**src/rtl/alarm_sequencer_pkg.sv**
```systemverilog
// Shared definitions for the alarm sequencer: state codes, BCD limits and
// the two-digit BCD payload type. State codes and limits match the values
// used by binary_clock and pixel_clk_gen (IDLE=0, SET=1, ARMED=2,
// RINGING=3, SNOOZE=4; hour limit 23, minute limit 59).
package alarm_sequencer_pkg;

  localparam int unsigned STATE_W = 3;
  localparam int unsigned DIGIT_W = 4;

  localparam logic [2:0] ST_IDLE    = 3'd0;
  localparam logic [2:0] ST_SET     = 3'd1;
  localparam logic [2:0] ST_ARMED   = 3'd2;
  localparam logic [2:0] ST_RINGING = 3'd3;
  localparam logic [2:0] ST_SNOOZE  = 3'd4;

  // Two BCD digits: tens in the upper nibble, ones in the lower nibble
  typedef struct packed {
    logic [DIGIT_W-1:0] tens;
    logic [DIGIT_W-1:0] ones;
  } bcd2_t;

  localparam bcd2_t MAX_HOUR = bcd2_t'(8'h23);
  localparam bcd2_t MAX_MIN  = bcd2_t'(8'h59);

  // True for every state in which the alarm counts as armed
  function automatic logic is_armed_state(input logic [STATE_W-1:0] s);
    return (s == ST_ARMED) || (s == ST_RINGING) || (s == ST_SNOOZE);
  endfunction

endpackage

```
**src/rtl/alarm_sequencer_bcd_wrap_inc.sv**
```systemverilog
// bcd_wrap_inc: combinational two-digit BCD increment that wraps to 00
// after LIMIT.
//   value  in   2-digit BCD operand (assumed within 00..LIMIT)
//   inc_c  out  value + 1, or 00 when value equals LIMIT
module bcd_wrap_inc
  import alarm_sequencer_pkg::*;
#(
  parameter bcd2_t LIMIT = MAX_MIN
) (
  input  bcd2_t value,
  output bcd2_t inc_c
);

  // Wrap takes precedence; otherwise carry from ones into tens at 9
  always_comb begin
    inc_c = value;
    if (value == LIMIT) begin
      inc_c = '0;
    end else if (value.ones == 4'd9) begin
      inc_c.tens = value.tens + 4'd1;
      inc_c.ones = 4'd0;
    end else begin
      inc_c.ones = value.ones + 4'd1;
    end
  end

endmodule

```
**src/rtl/alarm_sequencer.sv**
```systemverilog
// alarm_sequencer: alarm control FSM. Holds the alarm time in BCD, compares
// it with the running time and sequences set / arm / ring / snooze.
// Optional feature macro: ALARM_SNOOZE_EN (adds the SNOOZE state and its
// counter; when undefined snooze_btn is ignored and code 4 is illegal).
// Ports:
//   clk_100MHz, reset         clock, synchronous active-high reset
//   tick_1hz                  one-cycle pulse per second
//   set_mode                  level, 1 = edit alarm time
//   arm_btn, snooze_btn       one-cycle button pulses
//   min_btn, hour_btn         one-cycle alarm edit pulses
//   cur_*                     running time, BCD digits
//   al_*                      alarm time, BCD digits
//   state_o, armed, ringing   FSM status
//   beep                      toggles per second while ringing
module alarm_sequencer
  import alarm_sequencer_pkg::*;
#(
  parameter int unsigned RING_SECS   = 60,
  parameter int unsigned SNOOZE_SECS = 300
) (
  input  logic               clk_100MHz,
  input  logic               reset,
  input  logic               tick_1hz,
  input  logic               set_mode,
  input  logic               arm_btn,
  input  logic               snooze_btn,
  input  logic               min_btn,
  input  logic               hour_btn,
  input  logic [3:0]         cur_hour_first,
  input  logic [3:0]         cur_hour_second,
  input  logic [3:0]         cur_min_first,
  input  logic [3:0]         cur_min_second,
  input  logic [3:0]         cur_sec_first,
  input  logic [3:0]         cur_sec_second,
  output logic [3:0]         al_hour_first,
  output logic [3:0]         al_hour_second,
  output logic [3:0]         al_min_first,
  output logic [3:0]         al_min_second,
  output logic [STATE_W-1:0] state_o,
  output logic               armed,
  output logic               ringing,
  output logic               beep
);

  localparam int unsigned RING_W = $clog2(RING_SECS + 1);

  logic [STATE_W-1:0] state, state_nxt;
  logic [RING_W-1:0]  ring_cnt, ring_nxt, ring_inc;
  bcd2_t              al_hour, al_hour_nxt, hour_inc_c;
  bcd2_t              al_min, al_min_nxt, min_inc_c;
  logic               match, match_q, trigger;
  logic               ring_timeout;
  logic               beep_nxt;

`ifdef ALARM_SNOOZE_EN
  localparam int unsigned SNZ_W = $clog2(SNOOZE_SECS + 1);
  logic [SNZ_W-1:0] snz_cnt, snz_nxt, snz_inc;
  logic             snz_timeout;
  assign snz_inc     = snz_cnt + SNZ_W'(tick_1hz);
  assign snz_timeout = (snz_inc == SNZ_W'(SNOOZE_SECS));
`else
  logic unused_snooze;
  assign unused_snooze = snooze_btn ^ SNOOZE_SECS[0];
`endif

  // Alarm digit incrementers; minute wrap never carries into the hour
  bcd_wrap_inc #(.LIMIT(MAX_MIN)) u_min_inc (
    .value (al_min),
    .inc_c (min_inc_c)
  );

  bcd_wrap_inc #(.LIMIT(MAX_HOUR)) u_hour_inc (
    .value (al_hour),
    .inc_c (hour_inc_c)
  );

  // Edge-detected match so a held matching second rings at most once
  assign match = ({cur_hour_first, cur_hour_second} == al_hour) &&
                 ({cur_min_first, cur_min_second} == al_min) &&
                 (cur_sec_first == 4'd0) && (cur_sec_second == 4'd0);
  assign trigger = match & ~match_q;

  // The tick that completes the ring period also causes the exit
  assign ring_inc     = ring_cnt + RING_W'(tick_1hz);
  assign ring_timeout = (ring_inc == RING_W'(RING_SECS));

  // Next-state, counter and alarm-register logic
  always_comb begin
    state_nxt   = state;
    ring_nxt    = ring_cnt;
    al_hour_nxt = al_hour;
    al_min_nxt  = al_min;
    beep_nxt    = 1'b0;
`ifdef ALARM_SNOOZE_EN
    snz_nxt     = snz_cnt;
`endif
    case (state)
      ST_IDLE: begin
        if (set_mode) begin
          state_nxt = ST_SET;
        end else if (arm_btn) begin
          state_nxt = ST_ARMED;
        end
      end
      ST_SET: begin
        if (min_btn) begin
          al_min_nxt = min_inc_c;
        end
        if (hour_btn) begin
          al_hour_nxt = hour_inc_c;
        end
        if (!set_mode) begin
          state_nxt = ST_IDLE;
        end
      end
      ST_ARMED: begin
        if (set_mode) begin
          state_nxt = ST_SET;
        end else if (arm_btn) begin
          state_nxt = ST_IDLE;
        end else if (trigger) begin
          state_nxt = ST_RINGING;
          ring_nxt  = '0;
        end
      end
      ST_RINGING: begin
        ring_nxt = ring_inc;
        beep_nxt = tick_1hz ? ~beep : beep;
        if (arm_btn) begin
          state_nxt = ST_ARMED;
          beep_nxt  = 1'b0;
`ifdef ALARM_SNOOZE_EN
        end else if (snooze_btn) begin
          state_nxt = ST_SNOOZE;
          snz_nxt   = '0;
          beep_nxt  = 1'b0;
`endif
        end else if (ring_timeout) begin
          state_nxt = ST_ARMED;
          beep_nxt  = 1'b0;
        end
      end
`ifdef ALARM_SNOOZE_EN
      ST_SNOOZE: begin
        snz_nxt = snz_inc;
        if (arm_btn) begin
          state_nxt = ST_ARMED;
        end else if (snz_timeout) begin
          state_nxt = ST_RINGING;
          ring_nxt  = '0;
        end
      end
`endif
      default: begin
        state_nxt = ST_IDLE;
      end
    endcase
  end

  // State, counters and registered outputs
  always_ff @(posedge clk_100MHz) begin
    if (reset) begin
      state    <= ST_IDLE;
      ring_cnt <= '0;
      match_q  <= 1'b0;
      al_hour  <= '0;
      al_min   <= '0;
      armed    <= 1'b0;
      ringing  <= 1'b0;
      beep     <= 1'b0;
`ifdef ALARM_SNOOZE_EN
      snz_cnt  <= '0;
`endif
    end else begin
      state    <= state_nxt;
      ring_cnt <= ring_nxt;
      match_q  <= match;
      al_hour  <= al_hour_nxt;
      al_min   <= al_min_nxt;
      armed    <= is_armed_state(state_nxt);
      ringing  <= (state_nxt == ST_RINGING);
      beep     <= beep_nxt;
`ifdef ALARM_SNOOZE_EN
      snz_cnt  <= snz_nxt;
`endif
    end
  end

  assign state_o        = state;
  assign al_hour_first  = al_hour.tens;
  assign al_hour_second = al_hour.ones;
  assign al_min_first   = al_min.tens;
  assign al_min_second  = al_min.ones;

endmodule

```
**config.mk**
```make
export PLATFORM = sky130hd
export DESIGN_NAME = alarm_sequencer
export DESIGN_NICKNAME = d
export VERILOG_FILES = /design/src/rtl/alarm_sequencer_pkg.sv /design/src/rtl/alarm_sequencer_bcd_wrap_inc.sv /design/src/rtl/alarm_sequencer.sv
export SDC_FILE = /design/constraint.sdc
export NUM_CORES = 1
export LEC_CHECK = 0
export ABC_AREA = 1
export BUFFER_PORTS_ARGS = -buffer_cell sky130_fd_sc_hd__clkbuf_2
export CORE_AREA = 2 2 74 55
export DETAILED_ROUTE_END_ITERATION = 8
export DIE_AREA = 0 0 76 57
export GPL_TIMING_DRIVEN = 0
export PLACE_DENSITY_LB_ADDON = 0.05
export REMOVE_ABC_BUFFERS = 1
export SYNTH_ARGS = -nofsm -noshare
export SYNTH_HDL_FRONTEND = slang
export SYNTH_SLANG_ARGS = --single-unit
```
**constraint.sdc**
```tcl
create_clock -name clk_100MHz -period 1.95 [get_ports clk_100MHz]
set_input_delay 0.195 -clock clk_100MHz [delete_from_list [all_inputs] [get_ports clk_100MHz]]
set_output_delay 0.195 -clock clk_100MHz [all_outputs]
set_load 0.02 [all_outputs]
```
==> flow_summary.toml <==
[detailed_routing]
drt_first_iter_violations = 48
routed_wl_um = 3520
drt.antenna.violating_nets = 0
route.detailed.vias_per_inst = 4.51
num_vias = 1634
remaining_routing_drc_violations = 0
first_pass_iters = 4
route.detailed.wl_per_inst_um = 9.71

[die]
area_enclosed_by_the_die_boundary_um2 = 4330
initial_core_util_pct = 48.4
total_i_o_pin_count = 54
core-area_um2 = 3680
floorplan.die.height_um = 57
core.rowCount = 19
die_w_um = 76

[worst_setup_path]
worst_setup_path_startpoint = "al_hour_second[0]"
path_class = "reg2reg"
worstPathRequired_ps = 2100
rr_worst_depth = 9
r2r-start = "al_hour_second[0]"
ff2ff_setup_slack_ps = 310
start_kind = "flop"
crit_arrival_ps = 1790
crit_path_end_kind = "flop"
reg2reg_to = "al_hour_first[3]"
critPathMaxFanout = 7

[yosys]
postSynthAreaPerCell_um2 = 7.08
synthesis.yosys.warnings = 0
synth_area_leader_cell = "sky130_fd_sc_hd__dfxtp_1"
yosysUniqueCellTypes = 30
synth_seq_cells = 29
largest_cells_by_area_after_synthesis = "sky130_fd_sc_hd__dfxtp_1, sky130_fd_sc_hd__nand2_1, sky130_fd_sc_hd__inv_1"
netlist_area_um2 = 1780
synth_top_cell_area_share_pct = 32.5
synth.yosys.seq_area_share_pct = 32.5
syn_inst = 252

[outcome]
run_status = "completed"

[clock_tree]
tritoncts = "done"
worst_skew_pair.late_latency_ps = 270
postCtsResizedCells = 0
cts.sinks = 29
cts.reportedPaths.clkPinSlew_ps = 60
holdBufCountCts = 0
max-clock-path-buffers = 2
root_buffer = "sky130_fd_sc_hd__clkbuf_8"
cts.repair_timing.setup_buffer_count = 0
cts_max_level = 2
cts_buffers = 5

[sta]
max_clock_freq_ghz = 0.611
period_minus_slack_ps = 1640
hold-worst-slack_ps = 183
slew_violations = 0
rsz0062_at_grt = "no"
timing.setup.tns_ps = 0
final_min_period_over_clock_period_pct = 84.0
hold_viol = 0
clock_skew_ps = 2.02
setup-violations-final = 0

[global_route]
grtUsageTotal_pct = 18.2
globalRouteOverflowTotal = 0
number_of_antenna_violations_at_the_first_check_in_global_routing = 0
via_count_of_the_first_global_routing_pass = 1480
grt_start_max_net_pins = 16
grt_first_pass_wirelength_um = 6400

[placed_design]
placement.io_buffers = 52
dpl-instance-area_um2 = 2110
finalWeightedCongestion = 0.788
dp_hpwl_um = 2770

[min_path]
critical_hold_path_startpoint = "tick_1hz"
type_of_the_worst_min_delay_path = "in2reg"
hold_endpoint = "beep"
worstHoldPathCells = 2

[power]
internal_power_uw = 928
p_sw_share_pct = 22.7
powerDensity_nw_per_um2 = 548
power.share.sequential_pct = 50.5
irDropWorstVdd_uv = 395
share_comb_of_total_power_pct = 9.5
clock_network_fraction_of_total_power_pct = 40.0
p_sw_uw = 272
static-leakage-power_uw = 0.00108

[cells_and_area]
post-route-cell-area_um2 = 2190
n_antenna_cell = 0
post-route-util_pct = 59.5
area_delta_synth_final_pct = 22.9
final_nets = 352
drive_above_1_share_pct = 26.5
nFillCells = 370

[job]
cap_violations = 0
## critical path, cell delays in order (launching register included)
cell and delay, ps:
sky130_fd_sc_hd__dfxtp_1 470, sky130_fd_sc_hd__ha_1 230, sky130_fd_sc_hd__nand2_1 60, sky130_fd_sc_hd__nor3_1 120, sky130_fd_sc_hd__nand3_1 150, sky130_fd_sc_hd__nand2_1 110, sky130_fd_sc_hd__nand2_2 110, sky130_fd_sc_hd__nor2_2 110
sky130_fd_sc_hd__xnor2_1 120, sky130_fd_sc_hd__nor2_1 50
## power by group through the flow
stage / registers, µW / logic, µW / clock network, µW
6_report: 606 / 114 / 480
5_1_grt: 606 / 133 / 528
4_1_cts: 606 / 116 / 496
3_5_place_dp: 619 / 116 / 0
3_3_place_gp: 619 / 114 / 0
2_1_floorplan: 625 / 55.6 / 0
## placed cells by master, fill, tap and decap left out
cell type / count
sky130_fd_sc_hd__ha_1: 10
sky130_fd_sc_hd__inv_2: 10
sky130_fd_sc_hd__nand4_1: 1
sky130_fd_sc_hd__a21oi_1: 16
sky130_fd_sc_hd__xor2_1: 10
sky130_fd_sc_hd__nand3b_1: 1
sky130_fd_sc_hd__nand3_1: 20
sky130_fd_sc_hd__o211a_1: 1
sky130_fd_sc_hd__xnor2_1: 9
sky130_fd_sc_hd__nor2_4: 2
sky130_fd_sc_hd__o21a_1: 1
sky130_fd_sc_hd__nand2_1: 52
sky130_fd_sc_hd__a211oi_1: 1
sky130_fd_sc_hd__a221oi_1: 1
sky130_fd_sc_hd__clkbuf_8: 6
sky130_fd_sc_hd__clkbuf_1: 1
sky130_fd_sc_hd__nand4_4: 1
sky130_fd_sc_hd__nor2_2: 5
sky130_fd_sc_hd__clkbuf_2: 52
sky130_fd_sc_hd__nor3_4: 1
sky130_fd_sc_hd__conb_1: 1
sky130_fd_sc_hd__o21ai_2: 1
sky130_fd_sc_hd__o21ai_0: 4
sky130_fd_sc_hd__nand4_2: 2
sky130_fd_sc_hd__dfxtp_1: 29
sky130_fd_sc_hd__nand2_2: 2
sky130_fd_sc_hd__nor3_1: 9
sky130_fd_sc_hd__inv_1: 34
sky130_fd_sc_hd__nor2_1: 22
sky130_fd_sc_hd__or2_1: 3
sky130_fd_sc_hd__or2_0: 1
sky130_fd_sc_hd__and3_1: 1
## layer usage
| metal | part of all wire (%) | GRT usage [%] | vias to the layer above |
|---|---|---|---|
| li1 | - | - | 910 |
| met1 | 55 | 25.7 | 693 |
| met2 | 40 | 28.6 | 29 |
| met3 | 4.1 | 4.75 | 2 |
| met4 | 0.51 | 3.90 | 0 |
| met5 | 0 | 0 | - |
## cell families after synthesis
family          count (synthesis)  synth area share, %
compound gates                 25                 8.00
fa+ha+maj                      10                 7.01
xor+xnor                       19                 9.33
other cells                     1                0.210
flops                          29                 32.5
buf+inv                        45                 9.47
simple gates                  123                 33.5
## Yosys cell counts, drive strengths merged
library cell and instances:
a211oi 1, a21oi 16, a221oi 1, and3 1, clkbuf 1, conb 1
dfxtp 29, ha 10, inv 44, nand2 54, nand3 20, nand3b 1
nand4 4, nor2 29, nor3 10, o211a 1, o21a 1, o21ai 5
or2 4, xnor2 9, xor2 10
## flip-flops by register name (all words and copies together), names as in the netlist
name            count
ring_cnt            6
al_hour_first       4
al_hour_second      4
al_min_first        4
al_min_second       4
state_o             3
armed               1
beep                1
match_q             1
ringing             1
## final cells by class
cell class              count  area (µm²)  share of cell area, %
well taps                  52        65.1                   2.97
flip-flops and latches     29         581                   26.5
inverters                  44         165                   7.53
clock buffers               7        86.3                   3.94
repair buffers             52         260                   11.9
multi-input cells         178        1030                   47.2
## worst max-delay path by stage
stage                     slack [ps]  cells after the start                to
after floorplan                  370                      9  al_hour_first[3]
after global placement           300                      9  al_hour_first[3]
after detailed placement         310                      9        state_o[0]
after CTS                        300                      9  al_hour_first[3]
after global routing             110                      9  al_hour_first[3]
final                            310                      9  al_hour_first[3]
## metrics by stage
step / instances / total power [µW] / setup slack (ps)
floorplan: 251 / 680 / 372
global placement: 355 / 733 / 304
detailed placement: 355 / 735 / 308
CTS: 362 / 1220 / 299
global route: 362 / 1270 / 106
finish: 362 / 1200 / 312
(Power assumes the default switching activity.)
